==> src/rtl/csi_ltf_averager.sv <==
// ---------------------------------------------------------------------------
// csi_ltf_averager: averages per-subcarrier LTF products over NUM_SYM symbols
// and streams one saturated CSI vector per frame. Option: CSI_AVG_ROUND_EN.
// Revision: 1.0
// ---------------------------------------------------------------------------
`default_nettype none

module csi_ltf_averager #(
  parameter int DATA_WIDTH = 32,
  parameter int OUT_WIDTH  = 16,
  parameter int NUM_SC     = 64,
  parameter int NUM_SYM    = 2,
  parameter int OUT_SHIFT  = 15
) (
  input  logic                         clk_in,
  input  logic                         rst_in,
  input  logic                         s_valid_in,
  output logic                         s_ready_out,
  input  logic                         s_sof_in,
  input  logic signed [DATA_WIDTH-1:0] s_i_in,
  input  logic signed [DATA_WIDTH-1:0] s_q_in,
  output logic                         m_valid_out,
  input  logic                         m_ready_in,
  output logic                         m_last_out,
  output logic signed [OUT_WIDTH-1:0]  m_i_out,
  output logic signed [OUT_WIDTH-1:0]  m_q_out,
  output logic                         m_sat_out
);

  localparam int SC_W    = $clog2(NUM_SC);
  localparam int LOG_SYM = $clog2(NUM_SYM);
  localparam int SYM_W   = (LOG_SYM > 0) ? LOG_SYM : 1;
  localparam int AW      = DATA_WIDTH + LOG_SYM;
  localparam int SHIFT   = LOG_SYM + OUT_SHIFT;
  localparam int EW      = AW + 1;

  typedef enum logic [1:0] {
    ST_IDLE   = 2'd0,
    ST_ACCUM  = 2'd1,
    ST_OUTPUT = 2'd2
  } state_t;

  state_t           state_q, state_d;
  logic [SC_W-1:0]  sc_idx_q, sc_idx_d;
  logic [SYM_W-1:0] sym_idx_q, sym_idx_d;

  logic [2*AW-1:0]  mem_q [NUM_SC];
  logic             wr_en;
  logic [SC_W-1:0]  wr_addr;
  logic [2*AW-1:0]  wr_data;

  logic                 in_xfer;
  logic signed [AW-1:0] in_i_ext, in_q_ext, acc_i, acc_q, sum_i, sum_q;

  logic                 m_valid_q, m_last_q, m_sat_q;
  logic [OUT_WIDTH-1:0] m_i_q, m_q_q;

  assign s_ready_out = (state_q != ST_OUTPUT);
  assign in_xfer     = s_valid_in && s_ready_out;

  assign in_i_ext = AW'(s_i_in);
  assign in_q_ext = AW'(s_q_in);
  assign acc_i    = mem_q[sc_idx_q][2*AW-1:AW];
  assign acc_q    = mem_q[sc_idx_q][AW-1:0];
  assign sum_i    = acc_i + in_i_ext;
  assign sum_q    = acc_q + in_q_ext;

  always_ff @(posedge clk_in) begin
    if (rst_in) begin
      state_q   <= ST_IDLE;
      sc_idx_q  <= '0;
      sym_idx_q <= '0;
    end else begin
      state_q   <= state_d;
      sc_idx_q  <= sc_idx_d;
      sym_idx_q <= sym_idx_d;
    end
  end

  // Symbol 0 overwrites the entry so stale sums from earlier frames never leak in.
  always_comb begin
    state_d   = state_q;
    sc_idx_d  = sc_idx_q;
    sym_idx_d = sym_idx_q;
    wr_en     = 1'b0;
    wr_addr   = sc_idx_q;
    wr_data   = {in_i_ext, in_q_ext};
    case (state_q)
      ST_IDLE: begin
        if (in_xfer && s_sof_in) begin
          wr_en     = 1'b1;
          wr_addr   = '0;
          sc_idx_d  = SC_W'(1);
          sym_idx_d = '0;
          state_d   = ST_ACCUM;
        end
      end
      ST_ACCUM: begin
        if (in_xfer) begin
          wr_en = 1'b1;
          if (s_sof_in) begin
            wr_addr   = '0;
            sc_idx_d  = SC_W'(1);
            sym_idx_d = '0;
          end else begin
            if (sym_idx_q != '0) wr_data = {sum_i, sum_q};
            sc_idx_d = sc_idx_q + 1'b1;
            if (sc_idx_q == SC_W'(NUM_SC - 1)) begin
              if (sym_idx_q == SYM_W'(NUM_SYM - 1)) begin
                sym_idx_d = '0;
                state_d   = ST_OUTPUT;
              end else begin
                sym_idx_d = sym_idx_q + 1'b1;
              end
            end
          end
        end
      end
      ST_OUTPUT: begin
        if (m_valid_q && m_ready_in && m_last_q) state_d = ST_IDLE;
      end
      default: state_d = ST_IDLE;
    endcase
  end

  always_ff @(posedge clk_in) begin
    if (wr_en) mem_q[wr_addr] <= wr_data;
  end

  // Read stage feeding the output register; refills whenever its beat moves on.
  logic [SC_W:0]   rd_cnt_q;
  logic            rd_valid_q, rd_last_q;
  logic [2*AW-1:0] rd_data_q;
  logic            out_adv, rd_issue;

  assign out_adv  = !m_valid_q || m_ready_in;
  assign rd_issue = (state_q == ST_OUTPUT) && (rd_cnt_q != (SC_W+1)'(NUM_SC)) &&
                    (!rd_valid_q || out_adv);

  always_ff @(posedge clk_in) begin
    if (rst_in) begin
      rd_cnt_q   <= '0;
      rd_valid_q <= 1'b0;
      rd_last_q  <= 1'b0;
      rd_data_q  <= '0;
    end else begin
      if (state_q != ST_OUTPUT) rd_cnt_q <= '0;
      else if (rd_issue)        rd_cnt_q <= rd_cnt_q + 1'b1;
      if (rd_issue) begin
        rd_valid_q <= 1'b1;
        rd_data_q  <= mem_q[rd_cnt_q[SC_W-1:0]];
        rd_last_q  <= (rd_cnt_q == (SC_W+1)'(NUM_SC - 1));
      end else if (out_adv) begin
        rd_valid_q <= 1'b0;
      end
    end
  end

  function automatic logic [OUT_WIDTH:0] sat_fn(input logic signed [EW-1:0] v);
    logic [EW-OUT_WIDTH:0] hi;
    hi = v[EW-1:OUT_WIDTH-1];
    if ((&hi) || !(|hi)) return {1'b0, v[OUT_WIDTH-1:0]};
    else if (v[EW-1])    return {1'b1, 1'b1, {(OUT_WIDTH-1){1'b0}}};
    else                 return {1'b1, 1'b0, {(OUT_WIDTH-1){1'b1}}};
  endfunction

  logic signed [EW-1:0] ext_i, ext_q, sh_i, sh_q;
  logic [OUT_WIDTH:0]   sat_i, sat_q;

`ifdef CSI_AVG_ROUND_EN
  localparam logic signed [EW-1:0] ROUND = EW'(1) <<< (SHIFT - 1);
  assign ext_i = EW'($signed(rd_data_q[2*AW-1:AW])) + ROUND;
  assign ext_q = EW'($signed(rd_data_q[AW-1:0])) + ROUND;
`else
  assign ext_i = EW'($signed(rd_data_q[2*AW-1:AW]));
  assign ext_q = EW'($signed(rd_data_q[AW-1:0]));
`endif

  assign sh_i  = ext_i >>> SHIFT;
  assign sh_q  = ext_q >>> SHIFT;
  assign sat_i = sat_fn(sh_i);
  assign sat_q = sat_fn(sh_q);

  always_ff @(posedge clk_in) begin
    if (rst_in) begin
      m_valid_q <= 1'b0;
      m_last_q  <= 1'b0;
      m_sat_q   <= 1'b0;
      m_i_q     <= '0;
      m_q_q     <= '0;
    end else if (out_adv) begin
      m_valid_q <= rd_valid_q;
      if (rd_valid_q) begin
        m_last_q <= rd_last_q;
        m_sat_q  <= sat_i[OUT_WIDTH] | sat_q[OUT_WIDTH];
        m_i_q    <= sat_i[OUT_WIDTH-1:0];
        m_q_q    <= sat_q[OUT_WIDTH-1:0];
      end else begin
        m_last_q <= 1'b0;
        m_sat_q  <= 1'b0;
      end
    end
  end

  assign m_valid_out = m_valid_q;
  assign m_last_out  = m_last_q;
  assign m_sat_out   = m_sat_q;
  assign m_i_out     = m_i_q;
  assign m_q_out     = m_q_q;

endmodule

`default_nettype wire

==> config.mk <==
export PLATFORM = sky130hd
export DESIGN_NAME = csi_ltf_averager
export DESIGN_NICKNAME = d
export VERILOG_FILES = /design/src/rtl/csi_ltf_averager.sv
export SDC_FILE = /design/constraint.sdc
export NUM_CORES = 2
export LEC_CHECK = 0
export BUFFER_PORTS_ARGS = -buffer_cell sky130_fd_sc_hd__buf_2
export CAP_MARGIN = 20
export CORE_UTILIZATION = 60
export CTS_CLUSTER_SIZE = 24
export DETAILED_ROUTE_END_ITERATION = 6
export PLACE_DENSITY = 0.76
export SETUP_SLACK_MARGIN = 0.1
export SLEW_MARGIN = 30
export SYNTH_ARGS = -nofsm -noshare
export SYNTH_HDL_FRONTEND = slang
export SYNTH_MEMORY_MAX_BITS = 65536
export SYNTH_SLANG_ARGS = --single-unit
export TNS_END_PERCENT = 10
==> constraint.sdc <==
create_clock -name clk_in -period 18.3 [get_ports clk_in]
set_input_delay 0 -clock clk_in [delete_from_list [all_inputs] [get_ports clk_in]]
set_output_delay 0 -clock clk_in [all_outputs]
set_load 0.01 [all_outputs]
Word level (Yosys, flattened, before mapping)
Memories as Yosys holds them, arrays and structs flattened. A register that Yosys moved wholly into a read port is not among the register bits.
Cells that the tools add are included.
{"block": "totals", "reg_bits": 53, "mem_bits_rw": 4224, "in_bits": 69, "output_inout_bits": 36, "word_cells": 97, "memories": 1}
{"block": "op_classes", "add_sub_neg": 5, "n_eq_ne": 13, "muxes": 40, "bitwise": 1, "reduce_logical": 26}
{"memory": "mem_q", "depth": 64, "width": 66, "read_ports": 2, "rd_ports_with_merged_regs": 2, "write_ports": 1, "line_no": "47", "source": "logic [2*AW-1:0] mem_q [NUM_SC];"}
{"operator": "$mux 66", "count": 4}
{"operator": "$add 33x32->33", "count": 2}
{"operator": "$mux 6", "count": 8}
{"operator": "$mux 17", "count": 2}
{"operator": "$mux 16", "count": 2}
{"operator": "$pmux 6 s2", "count": 2}
{"operator": "$ne 2x2->1 const B", "count": 7}
{"operator": "$mux 1", "count": 13}
{"operator": "$mux 2", "count": 6}
{"operator": "$add 7x1->7 const B", "count": 1}
{"operator": "$eq 7x6->1 const B", "count": 1}
{"operator": "$ne 7x7->1 const B", "count": 1}
{"operator": "$add 6x1->6 const B", "count": 1}
{"operator": "$eq 6x6->1 const B", "count": 1}
{"operator": "$logic_and 1x1->1", "count": 6}
{"operator": "$pmux 2 s3", "count": 1}
{"operator": "$reduce_and 2->1", "count": 3}
{"operator": "$reduce_and 6->1", "count": 1}
{"operator": "$reduce_or 2->1", "count": 3}
{"operator": "$logic_not 1->1", "count": 4}
{"operator": "$logic_or 1x1->1", "count": 4}
{"operator": "$pmux 1 s2", "count": 2}
{"operator": "$reduce_and 4->1", "count": 1}
{"operator": "$reduce_bool 2->1", "count": 2}
{"operator": "other kinds (7)", "count": 7}

Logic depth before layout (Yosys ltp)
{"block": "logic_depth", "ltp_word": 7, "ltp_mapped": 19, "depth_no_buf": 14}

Worst setup path before layout
OpenSTA, ideal clock, no wires.
{"block": "synth_path", "path_type": "reg2reg", "startpoint": "register with a tool-made name", "endpoint": "memory mem_q[0][20] (netlist bit) (data pin)", "arrival_ps": 7427, "path_slack_ps": 9865, "stages_incl_launch_ff": 11, "period_less_slack_ps": 8435, "path_cell_list": "dfxtp_1 -> clkbuf_1 -> buf_6 -> buf_6 -> buf_1 -> mux4_2 -> mux4_2 -> mux4_2 -> ha_1 -> clkbuf_1 -> o311ai_0"}
{"item": "end, declared", "line_no": "47"}

==> results.sh <==
export IMPL_clkSlewWorstSetupHoldPaths_ps=70
export IMPL_cpMaxStageDelayCell="buf_4"
export IMPL_yosys_area_top_type_share_pct=68.9
export IMPL_rsz0062_at_grt="false"
export IMPL_tns_ps=0
export IMPL_drt_wl_total_mm=569
export IMPL_vias=99400
export IMPL_slowest_delay_ps=710
export IMPL_slew_viol_final=0
export IMPL_hold_depth=3
export IMPL_final_nets=8508
export IMPL_h_tree_depth=5
export IMPL_synth_seq_area_share_pct=69.9
export IMPL_post_route_period_util_pct=48.2
export IMPL_routedWlPerCell_um=44.3
export IMPL_gp_congestion=0.900
export IMPL_die_w_um=556
export IMPL_io_buffers=104
export IMPL_die_y_um=556
export IMPL_r2r_cells=17
export IMPL_synthArstFlopShare_pct=0
export IMPL_hp_class="primary input to flop"
export IMPL_dieArea_mm2=0.309
export IMPL_max_freq_ghz=0.113
export IMPL_dp_hpwl_mm=288
export IMPL_drive_gt1_share_pct=37.6
export IMPL_layout_commonest_cell="edfxtp_1"
export IMPL_setup_worst_path_start_class="flop"
export IMPL_vdd_drop_max_v=0.0000836
export IMPL_synth_cells=7972
export IMPL_critPathCaptureType="flop"
export IMPL_synth_distinct_cells=66
export IMPL_grtUsageTotal_pct=37.3
export IMPL_clock_skew_ps=55.9
export IMPL_grt_ovfl_total=0
export IMPL_cts_resized=0
export IMPL_setup_viol=0
export IMPL_synth_top_area_cell="edfxtp_1"
export IMPL_synth_warnings=0
export IMPL_critPathRequiredTime_ps=19020
export IMPL_dr_pass1_iters=6
export IMPL_start_util_pct=60.3
export IMPL_period_needed_ps=8830
export IMPL_rows=203
export IMPL_drc=0
export IMPL_cts_setup_buffers=0
export IMPL_clk_latency_ps=990
export IMPL_core_area_mm2=0.306
export IMPL_antenna_found_initial=24
export IMPL_regArea_mm2=0.129
export IMPL_n_fill_cell=17900
export IMPL_crit_fanout=122
export IMPL_detail_route_antenna_nets=0
export IMPL_critPathKind="flop to flop"
export IMPL_p_leak_nw=61.9
export IMPL_cts_buffers=424
export IMPL_ys_ff_latch=4317
export IMPL_clockBufferDepth=4
export IMPL_via_per_inst=7.74
export IMPL_hold_ws_ps=91.1
export IMPL_mostFrequentLayoutCells="4224 x edfxtp_1, 2091 x mux4_2, 428 x clkbuf_16, 199 x buf_4, 184 x nand2_1"
export IMPL_synth_ff_type="edfxtp_1"
export IMPL_ios=105
export IMPL_cp_common_cell="buf_4"
export IMPL_syn_avg_cell_area_um2=23.1
export IMPL_ctsHoldBuffers=70
export IMPL_cap_violations=0
export IMPL_hold_viol=0
export IMPL_first_iter_violations=17900
export IMPL_cts_tree="done"
export IMPL_power_density_mw_per_mm2=99.2
export IMPL_grt_pass1_vias=99500
export IMPL_syn2layout_area_growth_pct=12.4
export IMPL_synthTopCellsByArea="edfxtp_1 69%, mux4_2 26%, dfxtp_1 1.0%"
export IMPL_clkSinkCount=4317
export IMPL_synth_edff_count=4224
export IMPL_multi_input_comb_area_mm2=0.0541
export IMPL_syn_area_mm2=0.184
export IMPL_timing_slew_headroom_pct=23.3
export IMPL_grt_pass1_wl_mm=783
export IMPL_outcome="complete, no violations"
export IMPL_crit_arrival_ps=9550
export IMPL_grt_max_degree=123
export IMPL_worstPathCellList="buf_12 > buf_4 > buf_4 > buf_4 > mux4_2 > mux4_2 > mux4_2 > ha_1 > a21oi_1 > o21ai_0 > o21bai_1 > nand4bb_1 > nand4_1 > a31o_2 > mux2i_1 > xor2_4 > buf_4"
export IMPL_worst_pin_slew_ps=1150
export IMPL_root_buffer="clkbuf_16"
export IMPL_synth_fp_nets=8114
## path summary, 6_finish.rpt
| check | startpoint | slack (ps) | end |
|---|---|---|---|
| max | flop | 9470 | mem_q[15][65] |
| min | s_q_in[27] | 90 | mem_q[29][27] |
| max reg2reg | flop | 9470 | mem_q[15][65] |
| min reg2reg | rd_data_q[19] | 460 | rd_data_q[19] |
## critical path, delay by kind of cell (launching register included)
kind / cells / cell delay (ps)
xor+xnor: 1 / 400
simple gates: 2 / 800
buf+inv: 5 / 3100
fa+ha+maj: 1 / 370
compound gates: 4 / 1190
mux: 4 / 1870
flops: 1 / 690
## flip-flops by register name, indices dropped and copies added, names as in the netlist, named ones only
register and flops:
rd_cnt_q 7, sym_idx_q 1, m_sat_out 1, m_i_out 16, rd_last_q 1, state_q 2, rd_valid_q 1, mem_q 4224
m_valid_out 1, m_last_out 1, sc_idx_q 6, rd_data_q 34, m_q_out 16
## layout make-up
class	instances	area share (%)
clock inverter	272	1.22
tap	4100	2.48
inverter	36	0.0726
clock buffer	513	5.38
timing repair buffer	494	2.43
sequential	4317	62.2
antenna	23	0.0278
multi-input combinational	3093	26.2
## cells in the mapped netlist, drive strengths merged (6+ instances only)
| cell | n |
|---|---|
| dfxtp | 93 |
| mux4 | 2091 |
| o31ai | 8 |
| ha | 71 |
| nor2 | 147 |
| inv | 35 |
| clkbuf | 319 |
| nand4 | 18 |
| nor3b | 6 |
| nor2b | 10 |
| and3 | 11 |
| nand3 | 45 |
| edfxtp | 4224 |
| o21a | 9 |
| a211oi | 37 |
| and2 | 7 |
| a22oi | 10 |
| nand2b | 17 |
| a21o | 33 |
| nand2 | 186 |
| o21ai | 83 |
| mux2i | 6 |
| o211ai | 11 |
| a21oi | 117 |
| xor2 | 20 |
| buf | 207 |
| nor3 | 44 |
| xnor2 | 30 |
| o21bai | 11 |
## per-stage QoR
stage	cells	cell area (µm²)	util [%]	power, W	setup WS, ps
finish	12800	207000	67.7	0.0205	9470
global route	12800	207000	67.7	0.0209	9300
CTS	12800	207000	67.6	0.0205	9590
detailed placement	12000	192000	62.9	0.0120	9660
global placement	11900	191000	62.5	0.0120	9700
floorplan	7972	184000	-	0.0117	9860
## cell families after synthesis
group,Yosys count,synth area share [%]
AND/OR/NAND/NOR,514,1.26
multiplexers,2100,25.6
flip-flops,4317,69.9
buffers and inverters,562,1.28
adder cells (fa/ha/maj),73,0.504
AO/OA/AOI/OAI,356,1.20
XOR/XNOR,50,0.238
## power breakdown
part	switching (W)	internal, W
registers	0.00000824	0.0109
logic	0.000552	0.000425
clock network	0.00383	0.00485
## layer usage
metal  share of wire (%)  track usage [%]
met5               0.039            0.188
met4                 6.2             19.7
met3                  16             12.1
met2                  46             55.6
met1                  32             49.7
Power figures use the tool's default switching activity.
